### config.mk
export PLATFORM = sky130hd
export DESIGN_NAME = ctrl_decode_stage
export DESIGN_NICKNAME = d
export VERILOG_FILES = /design/src/rtl/ctrl_pkg.sv /design/src/rtl/ctrl_decode_comb.sv /design/src/rtl/ctrl_decode_stage.sv
export SDC_FILE = /design/constraint.sdc
export NUM_CORES = 1
export LEC_CHECK = 0
export ABC_AREA = 1
export CORE_MARGIN = 2
export CORE_UTILIZATION = 30
export CTS_BUF_LIST = sky130_fd_sc_hd__clkbuf_8
export DETAILED_ROUTE_END_ITERATION = 6
export PLACE_DENSITY = 0.77
export RECOVER_POWER = 100
export SYNTH_ARGS = -nofsm -noshare
export SYNTH_HDL_FRONTEND = slang
export SYNTH_SLANG_ARGS = --single-unit
### constraint.sdc
create_clock -name clk -period 0.98 [get_ports clk]
set_input_delay 0.196 -clock clk [delete_from_list [all_inputs] [get_ports clk]]
set_output_delay 0.196 -clock clk [all_outputs]
set_load 0.01 [all_outputs]
### src/rtl/ctrl_pkg.sv
`default_nettype none
// ============================================================================
//  Module      : ctrl_pkg
//  Description : Shared definitions for the ID-stage control decoder: opcode
//                constants, ALU-op encodings, DSP sequencer state encoding,
//                the registered control bundle and a small opcode helper.
//  Revision    : 1.0 - initial release
// ============================================================================
package ctrl_pkg;

    // Major opcodes recognised by the decoder
    localparam logic [6:0] OPC_RTYPE  = 7'b0110011;
    localparam logic [6:0] OPC_ITYPE  = 7'b0010011;
    localparam logic [6:0] OPC_LOAD   = 7'b0000011;
    localparam logic [6:0] OPC_STORE  = 7'b0100011;
    localparam logic [6:0] OPC_BRANCH = 7'b1100011;
    localparam logic [6:0] OPC_VECTOR = 7'b1010111;

    // ALU operation classes handed to EX
    localparam logic [2:0] ALUOP_MEM = 3'b000;
    localparam logic [2:0] ALUOP_BR  = 3'b001;
    localparam logic [2:0] ALUOP_R   = 3'b010;
    localparam logic [2:0] ALUOP_I   = 3'b011;
    localparam logic [2:0] ALUOP_VEC = 3'b100;

    // DSP sequencer states
    typedef enum logic [1:0] {
        ST_IDLE      = 2'd0,
        ST_DSP_START = 2'd1,
        ST_DSP_WAIT  = 2'd2
    } dsp_state_e;

    // ID/EX control bundle (destination register travels separately because
    // its width is a module parameter)
    typedef struct packed {
        logic       valid;
        logic       regwrite;
        logic       alusrc;
        logic       memwrite;
        logic       memread;
        logic       branch;
        logic       memtoreg;
        logic       illegal;
        logic [2:0] aluop;
    } ctrl_t;

    localparam ctrl_t CTRL_BUBBLE = '0;

    // Only R, S and B formats actually read rs2; for the others the rs2
    // field is immediate bits and must not trigger a load-use hazard.
    function automatic logic reads_rs2(input logic [6:0] opcode);
        return (opcode == OPC_RTYPE) || (opcode == OPC_STORE) || (opcode == OPC_BRANCH);
    endfunction

endpackage : ctrl_pkg
`default_nettype wire

### src/rtl/ctrl_decode_comb.sv
`default_nettype none
// ============================================================================
//  Module      : ctrl_decode_comb
//  Description : Purely combinational opcode table. Maps the 7-bit major
//                opcode onto the ID/EX control bundle; unknown opcodes come
//                back as a valid, illegal bundle with every control low.
//  Ports       : opcode_i    - instruction bits [6:0]
//                ctrl_o      - decoded control bundle (valid always set)
//                is_vector_o - opcode is the vector/DSP opcode
//  Revision    : 1.0 - initial release
// ============================================================================
module ctrl_decode_comb
    import ctrl_pkg::*;
(
    input  logic [6:0] opcode_i,
    output ctrl_t      ctrl_o,
    output logic       is_vector_o
);

    always_comb begin
        ctrl_o       = CTRL_BUBBLE;
        ctrl_o.valid = 1'b1;
        is_vector_o  = 1'b0;
        case (opcode_i)
            OPC_RTYPE: begin
                ctrl_o.regwrite = 1'b1;
                ctrl_o.aluop    = ALUOP_R;
            end
            OPC_ITYPE: begin
                ctrl_o.regwrite = 1'b1;
                ctrl_o.alusrc   = 1'b1;
                ctrl_o.aluop    = ALUOP_I;
            end
            OPC_LOAD: begin
                ctrl_o.regwrite = 1'b1;
                ctrl_o.alusrc   = 1'b1;
                ctrl_o.memread  = 1'b1;
                ctrl_o.memtoreg = 1'b1;
                ctrl_o.aluop    = ALUOP_MEM;
            end
            OPC_STORE: begin
                ctrl_o.alusrc   = 1'b1;
                ctrl_o.memwrite = 1'b1;
                ctrl_o.aluop    = ALUOP_MEM;
            end
            OPC_BRANCH: begin
                ctrl_o.branch   = 1'b1;
                ctrl_o.aluop    = ALUOP_BR;
            end
            OPC_VECTOR: begin
                is_vector_o     = 1'b1;
                ctrl_o.aluop    = ALUOP_VEC;
            end
            default: begin
                ctrl_o.illegal  = 1'b1;
            end
        endcase
    end

endmodule : ctrl_decode_comb
`default_nettype wire

### src/rtl/ctrl_decode_stage.sv
`default_nettype none
// ============================================================================
//  Module      : ctrl_decode_stage
//  Description : ID stage control decoder. Registers the decoded controls
//                into ID/EX, detects load-use hazards (stall + bubble),
//                honours branch flushes and, optionally, sequences a
//                multi-cycle DSP operation for the vector opcode.
//  Build macro : CTRL_DSP_EN - when defined, the vector opcode launches the
//                DSP sequencer (start pulse, wait with timeout, completion
//                write-back). When undefined the vector opcode is illegal,
//                dsp_start_o is tied low and stall comes from hazards only.
//  Ports       : clk, rst (async, active-high)
//                instr_valid_i, instr_i       - instruction in ID
//                flush_i                      - branch-taken kill from EX
//                ex_memread_i, ex_rd_i        - load in EX and its target
//                dsp_done_i / dsp_start_o     - DSP handshake
//                stall_o                      - hold PC and IF/ID (comb)
//                out_*_o                      - registered ID/EX controls
//  Revision    : 1.0 - initial release
// ============================================================================
module ctrl_decode_stage
    import ctrl_pkg::*;
#(
    parameter int DSP_TIMEOUT = 64,
    parameter int RD_W        = 5
) (
    input  logic            clk,
    input  logic            rst,
    input  logic            instr_valid_i,
    input  logic [31:0]     instr_i,
    input  logic            flush_i,
    input  logic            ex_memread_i,
    input  logic [RD_W-1:0] ex_rd_i,
    input  logic            dsp_done_i,
    output logic            dsp_start_o,
    output logic            stall_o,
    output logic            out_valid_o,
    output logic            out_regwrite_o,
    output logic            out_alusrc_o,
    output logic            out_memwrite_o,
    output logic            out_memread_o,
    output logic            out_branch_o,
    output logic            out_memtoreg_o,
    output logic            out_illegal_o,
    output logic [2:0]      out_aluop_o,
    output logic [RD_W-1:0] out_rd_o
);

    ctrl_t           w_dec;
    logic            w_is_vector;
    logic            w_hazard;
    logic            w_busy;
    logic [RD_W-1:0] w_rs1;
    logic [RD_W-1:0] w_rs2;
    logic [RD_W-1:0] w_rd;

    ctrl_t           ctrl_q, ctrl_d;
    logic [RD_W-1:0] rd_q,   rd_d;

    ctrl_decode_comb u_decode (
        .opcode_i    (instr_i[6:0]),
        .ctrl_o      (w_dec),
        .is_vector_o (w_is_vector)
    );

    assign w_rs1 = RD_W'(instr_i[19:15]);
    assign w_rs2 = RD_W'(instr_i[24:20]);
    assign w_rd  = RD_W'(instr_i[11:7]);

    assign w_hazard = instr_valid_i && ex_memread_i && (ex_rd_i != '0) &&
                      ((ex_rd_i == w_rs1) ||
                       ((ex_rd_i == w_rs2) && reads_rs2(instr_i[6:0])));

    // Reset also forces the combinational outputs low so that every output
    // reads zero while rst is high, not just after the next edge.
    assign stall_o = !rst && (w_hazard || w_busy);

`ifdef CTRL_DSP_EN
    localparam int CNT_W = $clog2(DSP_TIMEOUT + 1);

    dsp_state_e      state_q, state_d;
    logic [CNT_W-1:0] cnt_q,  cnt_d;
    logic [RD_W-1:0] vrd_q,   vrd_d;
    logic            w_unused_bits;

    assign w_unused_bits = ^{instr_i[31:25], instr_i[14:12]};
    assign w_busy        = (state_q != ST_IDLE);
    assign dsp_start_o   = (state_q == ST_DSP_START);

    always_comb begin
        state_d = state_q;
        cnt_d   = cnt_q;
        vrd_d   = vrd_q;
        ctrl_d  = CTRL_BUBBLE;
        rd_d    = '0;
        case (state_q)
            ST_IDLE: begin
                if (instr_valid_i && !flush_i && !w_hazard) begin
                    if (w_is_vector) begin
                        // Launch goes out as a bubble; the result is written
                        // back only when the DSP reports completion.
                        state_d = ST_DSP_START;
                        vrd_d   = w_rd;
                    end else begin
                        ctrl_d = w_dec;
                        rd_d   = w_dec.illegal ? '0 : w_rd;
                    end
                end
            end
            ST_DSP_START: begin
                cnt_d   = '0;
                state_d = flush_i ? ST_IDLE : ST_DSP_WAIT;
            end
            ST_DSP_WAIT: begin
                if (flush_i) begin
                    state_d = ST_IDLE;
                    cnt_d   = '0;
                end else if (dsp_done_i) begin
                    // Completion wins over a coincident timeout.
                    state_d         = ST_IDLE;
                    cnt_d           = '0;
                    ctrl_d.valid    = 1'b1;
                    ctrl_d.regwrite = 1'b1;
                    ctrl_d.aluop    = ALUOP_VEC;
                    rd_d            = vrd_q;
                end else if (cnt_q == CNT_W'(DSP_TIMEOUT - 1)) begin
                    // This is the DSP_TIMEOUT-th wait cycle: abort.
                    state_d        = ST_IDLE;
                    cnt_d          = '0;
                    ctrl_d.valid   = 1'b1;
                    ctrl_d.illegal = 1'b1;
                end else begin
                    cnt_d = cnt_q + CNT_W'(1);
                end
            end
            default: begin
                state_d = ST_IDLE;
                cnt_d   = '0;
            end
        endcase
    end

    always_ff @(posedge clk or posedge rst) begin
        if (rst) begin
            state_q <= ST_IDLE;
            cnt_q   <= '0;
            vrd_q   <= '0;
        end else begin
            state_q <= state_d;
            cnt_q   <= cnt_d;
            vrd_q   <= vrd_d;
        end
    end
`else
    localparam int unused_dsp_timeout = DSP_TIMEOUT;

    logic w_unused_bits;

    assign w_unused_bits = ^{instr_i[31:25], instr_i[14:12], dsp_done_i};
    assign w_busy        = 1'b0;
    assign dsp_start_o   = 1'b0;

    always_comb begin
        ctrl_d = CTRL_BUBBLE;
        rd_d   = '0;
        if (instr_valid_i && !flush_i && !w_hazard) begin
            if (w_is_vector) begin
                ctrl_d.valid   = 1'b1;
                ctrl_d.illegal = 1'b1;
            end else begin
                ctrl_d = w_dec;
                rd_d   = w_dec.illegal ? '0 : w_rd;
            end
        end
    end
`endif

    always_ff @(posedge clk or posedge rst) begin
        if (rst) begin
            ctrl_q <= CTRL_BUBBLE;
            rd_q   <= '0;
        end else begin
            ctrl_q <= ctrl_d;
            rd_q   <= rd_d;
        end
    end

    assign out_valid_o    = ctrl_q.valid;
    assign out_regwrite_o = ctrl_q.regwrite;
    assign out_alusrc_o   = ctrl_q.alusrc;
    assign out_memwrite_o = ctrl_q.memwrite;
    assign out_memread_o  = ctrl_q.memread;
    assign out_branch_o   = ctrl_q.branch;
    assign out_memtoreg_o = ctrl_q.memtoreg;
    assign out_illegal_o  = ctrl_q.illegal;
    assign out_aluop_o    = ctrl_q.aluop;
    assign out_rd_o       = rd_q;

endmodule : ctrl_decode_stage
`default_nettype wire
==> results <==
- The flow ran to the end, but the final reports show violations.
- The checks that failed: setup timing.
- The detailed router placed 827 vias in this run.
- Compared with the post-synthesis result, the final layout area differs by 89.4%.
- The endpoint class of the critical path is a primary output.
- The synthesized area divided by synthesized cell count is 8.04 um^2.
- The cell area power density is 932 nW/um^2.
- The hold violation count in the final report is 0.
- 0 antenna diodes ended up in the layout.
- The kind of start point of the critical path is a primary input.
- The count of final max-slew check failures is 0.
- During synthesis, Yosys emitted a total of 0 warnings.
- The first routing iteration left 12 violations.
- The number of buffers on the longest clock path is 2.
- Pin placement for this block handled 61 I/O pins.
- Setup repair after global routing could not meet its margin everywhere.
- The worst hold path belongs to the class primary input to flop.
- The final cell utilization of the core is 59.6%.
- The post-layout instance area is 1480 um^2.
- The initial core utilization is 31.5%.
- Setup violations remaining at the end of the flow were counted as 15.
- The floorplan step defined a core boundary enclosing 2480 um^2.
- The largest fanout on the critical path is 2.
- The setup TNS after final layout is -2780 ps.
- The die is 55.0 um wide.
- The post-detailed-route wirelength per cell is 11.4 um.
- The category of the critical setup timing path is primary input to primary output.
- The final layout net count is 206.
- Clock-pin slew was measured on the worst setup and hold paths at 50 ps.
- The remaining antenna violation count after routing is 0.
- Buffers placed on the I/O ports in this run total 47.
- Wires add up to 2.17 mm.
- The post-route netlist has 58.4% of its cells at a drive strength greater than 1.
- The placed instances occupy a cell area of 1360 um^2.
- The number of violations of the max-capacitance limit is 0.
- The total congestion overflow is 0.
- Yosys mapped a number of flops with a built-in enable equal to 0.
- Across all setup checks in the final design, the least slack found is -228 ps.
- In this run the number of H-tree levels came out at 1.
- Clock tree synthesis selected as its root buffer the cell sky130_fd_sc_hd__clkbuf_8.
- Summed over all cells, the static leakage comes to 0.774 nW.
- In the routed layout, each cell is associated on average with a via count of 4.33.
- The synthesized netlist occupies a cell area of 779 um^2.
- The global placer's final weighted congestion is 0.736.
- Entering global routing, the biggest net connects 15 pins.
- The overall global routing resource usage is 15.3%.
- The critical path goes through dlygate4sd2_1 -> xnor2_1 -> nand3_1 -> nand2_1 -> nand2_2 -> nor2_1 -> buf_2.
- The initial antenna violation count is 0.
- Counting flops with an async set or reset pin after synthesis yields a share of 100%.
- The highest cell delay on the worst timing path is 250 ps.
- The most numerous cell in the Yosys netlist is sky130_fd_sc_hd__nand2_1.
- The number of buffer and inverter stages on the critical path is 2.
- The post-detailed-route DRC marker count is 0.
- The cell with the biggest individual delay on the critical path is sky130_fd_sc_hd__dlygate4sd2_1.
- By count the netlist is led by 22 x sky130_fd_sc_hd__nand2_1, 14 x sky130_fd_sc_hd__dfrtp_1, 13 x sky130_fd_sc_hd__nor2_1.
- The placed wire-length estimate after detailed placement is 1.64 mm.
- The share of the synthesized area in the top cell type is 44.9%.
- The worst path arrival time is 1010 ps.
- The worst path uses 123% of the clock period.
- The tightest hold path in the finished design has a slack of 244 ps.
- Among cell families on the critical path, the largest total delay comes from buffers and inverters.
- For the worst setup path, the data required time is 780 ps.
- The worst ir drop on vdd is 0.568 mV.
- CTS saw 14 sinks.
- Subtracting the final worst setup slack from the clock period gives 1210 ps.
- The number of placement rows is 18.
- After synthesis, the cell types taking the most area are sky130_fd_sc_hd__dfrtp_1 45%, sky130_fd_sc_hd__nand2_1 11%, sky130_fd_sc_hd__nor2_2 8.0%, sky130_fd_sc_hd__nor2_1 6.3%, sky130_fd_sc_hd__inv_1 5.8%.
- The synthesized netlist contains 19 unique library cells.
- Among all flip-flop cells after synthesis, the most frequent one is sky130_fd_sc_hd__dfrtp_1.
- Static timing analysis puts the maximum clock frequency at 828 MHz.
- The die area is 3020 um^2.
- The via count of the first global-routing pass came to 849.
- TritonCTS built the clock tree.
- In the synthesized netlist, the number of instances is 97.
- The detailed-routing iteration count for the pre-antenna-repair pass is 4.
- The wire length of the first global-routing pass is 3.27 mm.
- Sequential elements use 44.9% of the synthesized area.
- Counting flops and latches in the post-synthesis netlist gives 14.
- After layout, the design draws a total of 1.38 mW.
- The floorplan step set the die height to 55.0 um.
- Of all cell types, the one taking the most synthesized area is sky130_fd_sc_hd__dfrtp_1.
- TritonCTS created 3 clock buffers.
[cell families after synthesis]
| group | count (synthesis) | share of synthesized area [%] |
|---|---|---|
| and+or+nand+nor | 52 | 30.3 |
| buffers and inverters | 18 | 12.2 |
| DFF | 14 | 44.9 |
| xor gates and xnor gates | 8 | 8.99 |
| AOI/OAI and AO/OA | 4 | 3.05 |
| other | 1 | 0.481 |
[power by group]
group / leakage, nW / total (mW) / internal [mW] / switching [mW]
clock: 0.0216 / 0.449 / 0.271 / 0.178
sequential: 0.193 / 0.587 / 0.585 / 0.00180
combinational: 0.559 / 0.340 / 0.178 / 0.162
[sequential cells by signal, indices dropped and copies added, names as in the netlist]
signal / flops
out_aluop_o: 2
out_illegal_o: 1
out_rd_o: 5
out_valid_o: 1
out_regwrite_o: 1
out_alusrc_o: 1
out_branch_o: 1
out_memread_o: 1
out_memwrite_o: 1
[cell usage in the layout (no fill, tap or decap), drive strengths merged]
cell type / instances
xor2: 5
clkdlybuf4s15: 1
nor3: 1
nor2: 23
nand2: 25
clkdlybuf4s50: 7
o21ai: 2
clkbuf: 22
conb: 2
inv: 14
o211ai: 1
dfrtp: 14
xnor2: 3
dlygate4sd2: 2
a31oi: 1
dlymetal6s2s: 1
buf: 33
nand3: 4
[path summary, 6_finish.rpt]
kind,start,to,depth (start not counted)
hold / removal,instr_i[5],out_memread_o,4
min in group asynchronous,rst,out_rd_o[3],3
setup / recovery,instr_i[19],stall_o,7
max in group asynchronous,rst,out_regwrite_o,3
[metrics by stage]
stage	std cells	worst slack, ps
after CTS	189	-315
after floorplan	98	-59.5
after global placement	183	-1100
after global routing	191	-324
final	191	-228
after detailed placement	183	-1130
[layout make-up]
cell class	instances	area, um^2
Clock buffer	3	41.3
Fill cell	243	1000
Inverter	14	65.1
Multi-Input combinational cell	67	502
Sequential cell	14	350
Tap cell	30	37.5
Timing Repair Buffer	63	480
[routing by layer]
metal,track usage (%),wire length (um),vias up
met5,0,0,-
met4,4.88,10,0
met3,2.15,206,2
met2,34.5,1270,39
met1,12.8,680,374
li1,-,-,412
[timing repair]
| item | 4_1_cts | 5_1_grt |
|---|---|---|
| hold buffers | 0 | 0 |
| pin swaps | 23 | 18 |
| gates resized for setup | 152 | 45 |
| setup buffers | 3 | 2 |
| setup endpoints to repair | 30 | 15 |
| cloned | 1 | 0 |
Power figures use the tool's default switching activity.
